### config.mk
export PLATFORM = sky130hd
export DESIGN_NAME = mips_mc_ctrl
export DESIGN_NICKNAME = d
export VERILOG_FILES = /design/src/rtl/mips_ctrl_pkg.sv /design/src/rtl/mips_imm_alusel.sv /design/src/rtl/mips_mc_ctrl.sv
export SDC_FILE = /design/constraint.sdc
export NUM_CORES = 1
export LEC_CHECK = 0
export ABC_AREA = 1
export CAP_MARGIN = 10
export CORE_UTILIZATION = 54
export CTS_CLUSTER_DIAMETER = 120
export DETAILED_ROUTE_END_ITERATION = 16
export GPL_TIMING_DRIVEN = 1
export PLACE_DENSITY = 0.93
export SKIP_CTS_REPAIR_TIMING = 1
export SLEW_MARGIN = 10
export SYNTH_ARGS = -nofsm -noshare
export SYNTH_HDL_FRONTEND = slang
export SYNTH_SLANG_ARGS = --single-unit
### constraint.sdc
create_clock -name clk -period 2.66 [get_ports clk]
set_clock_uncertainty 0.15 [all_clocks]
set_input_delay 0.399 -clock clk [delete_from_list [all_inputs] [get_ports clk]]
set_output_delay 0.399 -clock clk [all_outputs]
set_load 0.05 [all_outputs]
### src/rtl/mips_ctrl_pkg.sv
// rtl/mips_ctrl_pkg.sv - shared types and encodings for the multicycle MIPS control FSM
//
// Purpose: state enumeration, opcode constants, ALU selector codes and
// datapath mux codes used by mips_mc_ctrl and mips_imm_alusel.
// Ports: none (package).

package mips_ctrl_pkg;

    // Encoding order is also the value visible on the State debug port.
    typedef enum logic [3:0] {
        IDLE     = 4'd0,
        FETCH    = 4'd1,
        DECODE   = 4'd2,
        MEM_ADDR = 4'd3,
        MEM_RD   = 4'd4,
        MEM_WB   = 4'd5,
        MEM_WR   = 4'd6,
        EXEC_R   = 4'd7,
        WB_R     = 4'd8,
        EXEC_I   = 4'd9,
        WB_I     = 4'd10,
        BRANCH   = 4'd11,
        JUMP     = 4'd12,
        TRAP     = 4'd13
    } state_t;

    localparam logic [5:0] OP_RTYPE = 6'b000000;
    localparam logic [5:0] OP_LW    = 6'b100011;
    localparam logic [5:0] OP_SW    = 6'b101011;
    localparam logic [5:0] OP_BEQ   = 6'b000100;
    localparam logic [5:0] OP_J     = 6'b000010;
    localparam logic [5:0] OP_ADDI  = 6'b001000;
    localparam logic [5:0] OP_ANDI  = 6'b001100;
    localparam logic [5:0] OP_ORI   = 6'b001101;
    localparam logic [5:0] OP_SLTI  = 6'b001010;

    localparam logic [2:0] ALU_FUNCT = 3'b000;
    localparam logic [2:0] ALU_ADD   = 3'b001;
    localparam logic [2:0] ALU_SUB   = 3'b010;
    localparam logic [2:0] ALU_AND   = 3'b011;
    localparam logic [2:0] ALU_OR    = 3'b100;
    localparam logic [2:0] ALU_SLT   = 3'b101;

    localparam logic [1:0] SRCB_REGB    = 2'b00;
    localparam logic [1:0] SRCB_FOUR    = 2'b01;
    localparam logic [1:0] SRCB_IMM     = 2'b10;
    localparam logic [1:0] SRCB_IMM_SH2 = 2'b11;

    localparam logic [1:0] PCSRC_ALU    = 2'b00;
    localparam logic [1:0] PCSRC_ALUOUT = 2'b01;
    localparam logic [1:0] PCSRC_JUMP   = 2'b10;

    // Dispatch out of DECODE; anything not recognised lands in TRAP.
    function automatic state_t decode_dispatch(input logic [5:0] opcode);
        state_t nxt;
        case (opcode)
            OP_RTYPE:                         nxt = EXEC_R;
            OP_LW, OP_SW:                     nxt = MEM_ADDR;
            OP_BEQ:                           nxt = BRANCH;
            OP_J:                             nxt = JUMP;
            OP_ADDI, OP_ANDI, OP_ORI, OP_SLTI: nxt = EXEC_I;
            default:                          nxt = TRAP;
        endcase
        return nxt;
    endfunction

endpackage

### src/rtl/mips_imm_alusel.sv
// rtl/mips_imm_alusel.sv - opcode to ALU selector map for immediate-type instructions
//
// Purpose: combinational choice of the ALU operation used in EXEC_I.
// Ports:
//   opcode  in  6  instruction opcode field (held stable by the IR)
//   alu_sel out 3  ALU selector for the immediate operation

module mips_imm_alusel
    import mips_ctrl_pkg::*;
(
    input  logic [5:0] opcode,
    output logic [2:0] alu_sel
);

    // addi and any non-immediate opcode fall back to ADD; the control FSM
    // only consumes this value while in EXEC_I.
    always_comb begin
        alu_sel = ALU_ADD;
        case (opcode)
            OP_ANDI: alu_sel = ALU_AND;
            OP_ORI:  alu_sel = ALU_OR;
            OP_SLTI: alu_sel = ALU_SLT;
            default: alu_sel = ALU_ADD;
        endcase
    end

endmodule

### src/rtl/mips_mc_ctrl.sv
// rtl/mips_mc_ctrl.sv - main control FSM for the multicycle MIPS datapath
//
// Purpose: sequences fetch/decode/execute/memory/writeback, drives datapath
// mux selects and enables, counts retired instructions, traps on bad opcodes.
// Ports:
//   clk, rst_n        clock (rising edge), asynchronous active-low reset
//   Opcode[5:0]       IR[31:26]
//   Zero              ALU zero flag (consumed by datapath via PcWriteCond)
//   MemReady          memory access completes in the cycle it is 1
//   PcWrite, PcWriteCond, IorD, MemRead, MemWrite, IrWrite,
//   MemToReg, RegDst, RegWrite, AluSrcA, AluSrcB[1:0], PcSrc[1:0],
//   AluSel[2:0]       datapath controls
//   Retire            one-cycle pulse when an instruction completes
//   InstrCount        retired instruction count, wraps modulo 2^CNT_W
//   Illegal           sticky illegal-opcode flag
//   State[3:0]        current state for debug

module mips_mc_ctrl
    import mips_ctrl_pkg::*;
#(
    parameter int CNT_W = 32
) (
    input  logic             clk,
    input  logic             rst_n,
    input  logic [5:0]       Opcode,
    input  logic             Zero,
    input  logic             MemReady,
    output logic             PcWrite,
    output logic             PcWriteCond,
    output logic             IorD,
    output logic             MemRead,
    output logic             MemWrite,
    output logic             IrWrite,
    output logic             MemToReg,
    output logic             RegDst,
    output logic             RegWrite,
    output logic             AluSrcA,
    output logic [1:0]       AluSrcB,
    output logic [1:0]       PcSrc,
    output logic [2:0]       AluSel,
    output logic             Retire,
    output logic [CNT_W-1:0] InstrCount,
    output logic             Illegal,
    output logic [3:0]       State
);

    state_t     state;
    state_t     next_state;
    logic [2:0] imm_alu_sel;

    // Zero is only meaningful to the datapath (gated by PcWriteCond there).
    logic unused_zero;
    assign unused_zero = Zero;

    mips_imm_alusel u_imm_alusel (
        .opcode  (Opcode),
        .alu_sel (imm_alu_sel)
    );

    always_ff @(posedge clk or negedge rst_n) begin
        if (!rst_n) begin
            state <= IDLE;
        end else begin
            state <= next_state;
        end
    end

    always_ff @(posedge clk or negedge rst_n) begin
        if (!rst_n) begin
            InstrCount <= '0;
        end else if (Retire) begin
            InstrCount <= InstrCount + CNT_W'(1);
        end
    end

    // TRAP is absorbing, so setting on entry is equivalent to sticky.
    always_ff @(posedge clk or negedge rst_n) begin
        if (!rst_n) begin
            Illegal <= 1'b0;
        end else if (next_state == TRAP) begin
            Illegal <= 1'b1;
        end
    end

    assign State = state;

    always_comb begin
        next_state  = state;
        PcWrite     = 1'b0;
        PcWriteCond = 1'b0;
        IorD        = 1'b0;
        MemRead     = 1'b0;
        MemWrite    = 1'b0;
        IrWrite     = 1'b0;
        MemToReg    = 1'b0;
        RegDst      = 1'b0;
        RegWrite    = 1'b0;
        AluSrcA     = 1'b0;
        AluSrcB     = SRCB_REGB;
        PcSrc       = PCSRC_ALU;
        AluSel      = ALU_FUNCT;
        Retire      = 1'b0;

        case (state)
            IDLE: begin
                next_state = FETCH;
            end
            FETCH: begin
                // PC+4 is computed every cycle; it is only committed with the IR.
                MemRead = 1'b1;
                AluSrcB = SRCB_FOUR;
                AluSel  = ALU_ADD;
                if (MemReady) begin
                    IrWrite    = 1'b1;
                    PcWrite    = 1'b1;
                    next_state = DECODE;
                end
            end
            DECODE: begin
                // Speculative branch target into ALUOut.
                AluSrcB    = SRCB_IMM_SH2;
                AluSel     = ALU_ADD;
                next_state = decode_dispatch(Opcode);
            end
            MEM_ADDR: begin
                AluSrcA    = 1'b1;
                AluSrcB    = SRCB_IMM;
                AluSel     = ALU_ADD;
                next_state = (Opcode == OP_SW) ? MEM_WR : MEM_RD;
            end
            MEM_RD: begin
                MemRead = 1'b1;
                IorD    = 1'b1;
                if (MemReady) begin
                    next_state = MEM_WB;
                end
            end
            MEM_WB: begin
                MemToReg   = 1'b1;
                RegWrite   = 1'b1;
                Retire     = 1'b1;
                next_state = FETCH;
            end
            MEM_WR: begin
                MemWrite = 1'b1;
                IorD     = 1'b1;
                if (MemReady) begin
                    Retire     = 1'b1;
                    next_state = FETCH;
                end
            end
            EXEC_R: begin
                AluSrcA    = 1'b1;
                AluSel     = ALU_FUNCT;
                next_state = WB_R;
            end
            WB_R: begin
                RegDst     = 1'b1;
                RegWrite   = 1'b1;
                Retire     = 1'b1;
                next_state = FETCH;
            end
            EXEC_I: begin
                AluSrcA    = 1'b1;
                AluSrcB    = SRCB_IMM;
                AluSel     = imm_alu_sel;
                next_state = WB_I;
            end
            WB_I: begin
                RegWrite   = 1'b1;
                Retire     = 1'b1;
                next_state = FETCH;
            end
            BRANCH: begin
                AluSrcA     = 1'b1;
                AluSel      = ALU_SUB;
                PcWriteCond = 1'b1;
                PcSrc       = PCSRC_ALUOUT;
                Retire      = 1'b1;
                next_state  = FETCH;
            end
            JUMP: begin
                PcWrite    = 1'b1;
                PcSrc      = PCSRC_JUMP;
                Retire     = 1'b1;
                next_state = FETCH;
            end
            TRAP: begin
                next_state = TRAP;
            end
            default: begin
                next_state = IDLE;
            end
        endcase
    end

endmodule

* Word level (Yosys, flattened, before mapping) *
Cells that the tools add are included.

operators by class
  add/subtract/negate cells = 1
  muxes and demuxes = 22
  reduce and logical (&&, ||, !) cells = 12
  equal/unequal tests = 22

operator list
  kind                                                                    count
  4-bit case mux with 9 select lines                                      1
  32-bit by 1-bit adder with 32-bit output (second input constant)        1
  4-bit equality test (second input constant)                             7
  6-bit by 4-bit equality test with 1-bit output (second input constant)  4
  4-bit case mux with 5 select lines                                      1
  3-bit case mux with 3 select lines                                      2
  4-bit by 3-bit equality test with 1-bit output (second input constant)  4
  6-bit equality test (second input constant)                             2
  4-bit 2-to-1 mux                                                        3
  1-bit 2-to-1 mux                                                        10
  4-bit by 2-bit equality test with 1-bit output (second input constant)  2
  2-bit OR reduction                                                      4
  4-bit OR reduction                                                      2
  6-bit by 2-bit equality test with 1-bit output (second input constant)  1
  6-bit by 3-bit equality test with 1-bit output (second input constant)  1
  6-bit logical NOT                                                       1
  2-bit case mux with 3 select lines                                      1
  3-bit OR reduction                                                      2
  6-bit OR reduction                                                      1
  5-bit OR reduction                                                      1
  4-bit by 1-bit equality test with 1-bit output (second input constant)  1
  4-bit logical NOT                                                       1
  1-bit case mux with 2 select lines                                      2
  2-bit case mux with 2 select lines                                      1
  2-bit 2-to-1 mux                                                        1

word-level totals
  output and inout bits = 55
  logic and storage cells = 60
  flip-flop bits (word level) = 37

* Depth between registers and ports, before layout *
  depth in word-level cells = 5
  mapped depth = 11
  mapped depth without buffers = 11

* Cells and area by module *
From an unflattened synthesis, not the netlist that was laid out.

unflattened totals
  cells, all modules = 428
  area, all modules = 2691.3 sq um

by module, submodules not included
  module           area an instance (sq um)  cells an instance  instances
  mips_mc_ctrl     2631.3                    414                1
  mips_imm_alusel  60.1                      14                 1

* Worst setup path after synthesis *
Ideal clock, no wire load.

  path kind = register -> output
  start point = register state[3] (netlist: State[3])
  end point = output port AluSel[1]
  path buffers = 0
  cell stages (with the launch flop) = 5
  arrival time = 2.286 ns
  required time = 2.111 ns
  setup slack = -0.175 ns
  cells stage by stage = dfrtp_1 -> inv_1 -> nor2_2 -> nand2_1 -> o21ai_0

on the way
  cells in the longest elaborated chain, start to end = 3
  elaborated cells on any way between the ends = 7
  those cells by class = eq/ne (5); mux (1); reduce/logical (1)

ends and longest elaborated chain
  what                                                                                                                     line                 RTL
  start: declaration                                                                                                       mips_mc_ctrl.sv:47   state_t state;
  start signal: assignment                                                                                                 mips_mc_ctrl.sv:64   state <= next_state;
  4-bit by 2-bit equality test with 1-bit output / 4-bit by 1-bit equality test with 1-bit output (equally long branches)  mips_mc_ctrl.sv:104  case (state)
  3-bit OR reduction (no source line)                                                                                      --
  3-bit case mux with 3 select lines *                                                                                     mips_mc_ctrl.sv:104
  end: declaration                                                                                                         mips_mc_ctrl.sv:40   output logic [2:0] AluSel,

Every way passes the cells marked *; elsewhere a longest branch is shown, timed or not.

* Final worst setup path *
  start point = register state[1] (netlist: State[1])
  end point = output port PcSrc[1]

on the way
  cells in the longest elaborated chain, start to end = 2
  elaborated cells on any way between the ends = 3
  those cells by class = eq/ne (2); mux (1)

ends and longest elaborated chain
  what                                  line                 RTL
  4-bit equality test                   mips_mc_ctrl.sv:104
  2-bit case mux with 2 select lines *  mips_mc_ctrl.sv:104
  end: declaration                      mips_mc_ctrl.sv:39   output logic [1:0] PcSrc,

Marks and branches as above.

==> run metrics <==
vias per std cell=roughly 5.4; Critical path buffers and inverters=2; drt wl/cell=around 14 microns; clock sink count=37; number of synthesized register bits=37; Mapped Nets=between 400 and 500; CTS H-tree depth=2; Worst-Margin Slew=between 0.8 and 0.9 ns; final hold viol count=0; Switch Pwr=approximately 0.0014 W; synthesized cell area=~0.0026 sq mm; top cell type's share of synthesized area=around a third; Setup-failing EPs final=0; Ports=65; LEAKAGE=1.70 nW; XOR/XNOR share of the synthesized area=roughly 5.0%; post-route setup slack=0.0711 ns; vias in the first global route=2689; type of origin of the critical path=register; YS warnings=0; Max Transition Viols Final=0; Final Core Density=74.2%; Setup TNS=0 ns; initial antenna violation count=0; HPWL after detailed placement=between 5 and 6 mm; WP depth=4; first-pass GRT wire length=11.9 mm; area growth from synthesis to layout=32.5%; M1 GR Usage=a little under two fifths; Worst-Skew Late Latency=0.30 ns; # port buffers=63; cell-internal power=0.00146 W; Core Region=0.00469 sq mm; largest net degree at the start of global routing=38; Rel. slew slack=44.9%; crit path cell chain=nor2_2 > nand2_2 > inv_1 > clkdlybuf4s50_1; grt peak-use layer=met2; GR Layer Usage met2=50.0%; RSZ-0062 raised after global routing=no; row cnt=25; combinational fraction of design power=a little over half; Routed Antenna Nets=0; Tightest Hold Check Type=in -> async; Seq/Total Area, Yosys=a little over a third; worst reg-to-reg path cell count=8; DRC=0; die width=about 72 microns; largest family of logic cells by synthesized area=simple AND/OR/NAND/NOR gates; CTS max path bufs=2; switching portion of total power=between 40% and 50%; mux share of post-synthesis cell area=0%; delay-heaviest family, CP=buffers and inverters; status=complete, no violations; met3 GRT Util=6.33%; area leader, netlist=dfrtp_1; Netlist cell types=28; Peak VDD IR=roughly 0.6 mV; critical path class=reg -> out; final net count=about 490; number of max-cap violations=0; Synth area leaders=dfrtp_1 35%, nand2_1 22%, nor2_1 8.9%; CP Capture Type=output pin; crit path max fanout=8; GPL Wtd Cong=0.934; Antenna diodes=0; Fill cells=around 380; Post-Synth Adder-Cell Area=less than 1%; pwr/cell area=around 820 mW/mm^2; initial DRC count=between 200 and 250; CTS Buf Count=5; Crit path arrival time=between 2 and 2.5 ns; CP peak stage delay=between 0.7 and 0.8 ns; share of power burned in registers=a little over a quarter; Post-Place Worst Slack=around 0.25 ns; most frequent cells in the layout=157 x nand2_1, 62 x nor2_1, 49 x inv_1; Compound-Gate Fraction of Synth Area=around 3.7%; die area=about 0.0051 sq mm; Cells after Synth=415; clock-pin slew on the worst setup and hold paths=~0.08 ns; Die H=about 70 microns; All-Layer GR Usage=30.0%; routed vias=around 3000; Min Clock Period, post-route=2.59 ns; simple-gate portion of the synthesized area=46.8%; most common cell after layout, fill and taps aside=nand2_1; CTS tree=done; Clock power frac=around a fifth; starting density of the core=between 50% and 60%; CP Data Required Time=2.11 ns; Fmax=between 300 and 400 MHz; share of cells above drive strength 1=7.47%; Congestion Overflow GR=0; critical path's slowest cell=clkdlybuf4s50_1; clock root buffer=clkbuf_8; total wire length=around 7.3 mm; first-pass iteration count of the detailed router=5; period utilization=~97%; Avg Synthesized Cell Area=6.33 sq um
## per-stage QoR
stage	instance area [sq um]	hold WS (ns)	cells	total power, W
3_3_place_gp	3320	0.303	528	0.00221
2_1_floorplan	2630	-0.0466	415	0.00177
3_5_place_dp	3320	0.336	528	0.00225
6_report	3480	0.0355	536	0.00284
4_1_cts	3460	0.0646	536	0.00285
5_1_grt	3480	0.104	536	0.00297
## synth_stat cells
cell type and number:
nand2_1 157, nor2_1 62, inv_1 49, dfrtp_1 37, nand3_1 28, o21ai_0 15, nor3_1 13, xnor2_1 8
xor2_1 7, nand2_2 5, nand3b_1 4, inv_2 3, nand4_1 3, nor2_2 3, nor2_4 3, a21oi_1 2
buf_2 2, buf_4 2, nand3_2 2, nor3b_1 2, a22oi_1 1, and2_1 1, buf_6 1, ha_1 1
nand2_4 1, nor3_2 1, o21ai_1 1, or2_2 1
## per-layer routing
layer  routed length, microns  up-vias  share of wire [%]
met2                     3490      132                 48
met5                        0        -                  0
li1                         -     1410                  -
met1                     3030     1350                 42
met4                      223        0                3.1
met3                      510       28                7.0
## sequential cells by signal, summed over array words and instances, names as in the netlist
name,flops
InstrCount,32
State,4
Illegal,1
## power by group through the flow
| stage | logic (W) | registers [W] | clock network (W) |
|---|---|---|---|
| finish | 0.00150 | 0.000742 | 0.000598 |
| CTS | 0.00150 | 0.000739 | 0.000609 |
| global route | 0.00159 | 0.000754 | 0.000628 |
| global placement | 0.00147 | 0.000743 | 0 |
| detailed placement | 0.00150 | 0.000751 | 0 |
| floorplan | 0.000815 | 0.000954 | 0 |
## logic make-up (layout without fill, tap and decap cells)
family	Yosys count	in the layout
xor gates and xnor gates	15	15
buffers and inverters	57	124
and+or+nand+nor	286	286
DFF	37	37
adders and majority gates	1	1
AOI/OAI and AO/OA	19	19
## layout make-up
cell class / instances / area [sq um] / share of cell area, %
Timing Repair Buffer: 64 / 686 / 19.7
Clock inverter: 3 / 68.8 / 1.98
Inverter: 52 / 195 / 5.61
Sequential cell: 37 / 926 / 26.6
Multi-Input combinational cell: 321 / 1470 / 42.2
Tap cell: 54 / 67.6 / 1.94
Clock buffer: 5 / 68.8 / 1.98
## worst register-to-register path, cell delays in order, from the launching register on
cell and delay [ns]:
dfrtp_1 0.49, ha_1 0.32, nand3_2 0.18, nor2_2 0.21, inv_1 0.11, nor3_1 0.30
nand3_1 0.22, o21ai_1 0.17, nand2_1 0.07
## path summary, 6_finish.rpt
kind | slack [ns] | to | start
max | 0.07 | PcSrc[1] | State[1]
min | 0.04 | InstrCount[18] | rst_n
max reg2reg | 0.35 | InstrCount[16] | InstrCount[0]
min reg2reg | 0.35 | Illegal | Illegal
max in group asynchronous | 1.80 | State[3] | rst_n
min in group clk | 0.35 | Illegal | Illegal
No activity file was read; power rests on OpenSTA's default activity.
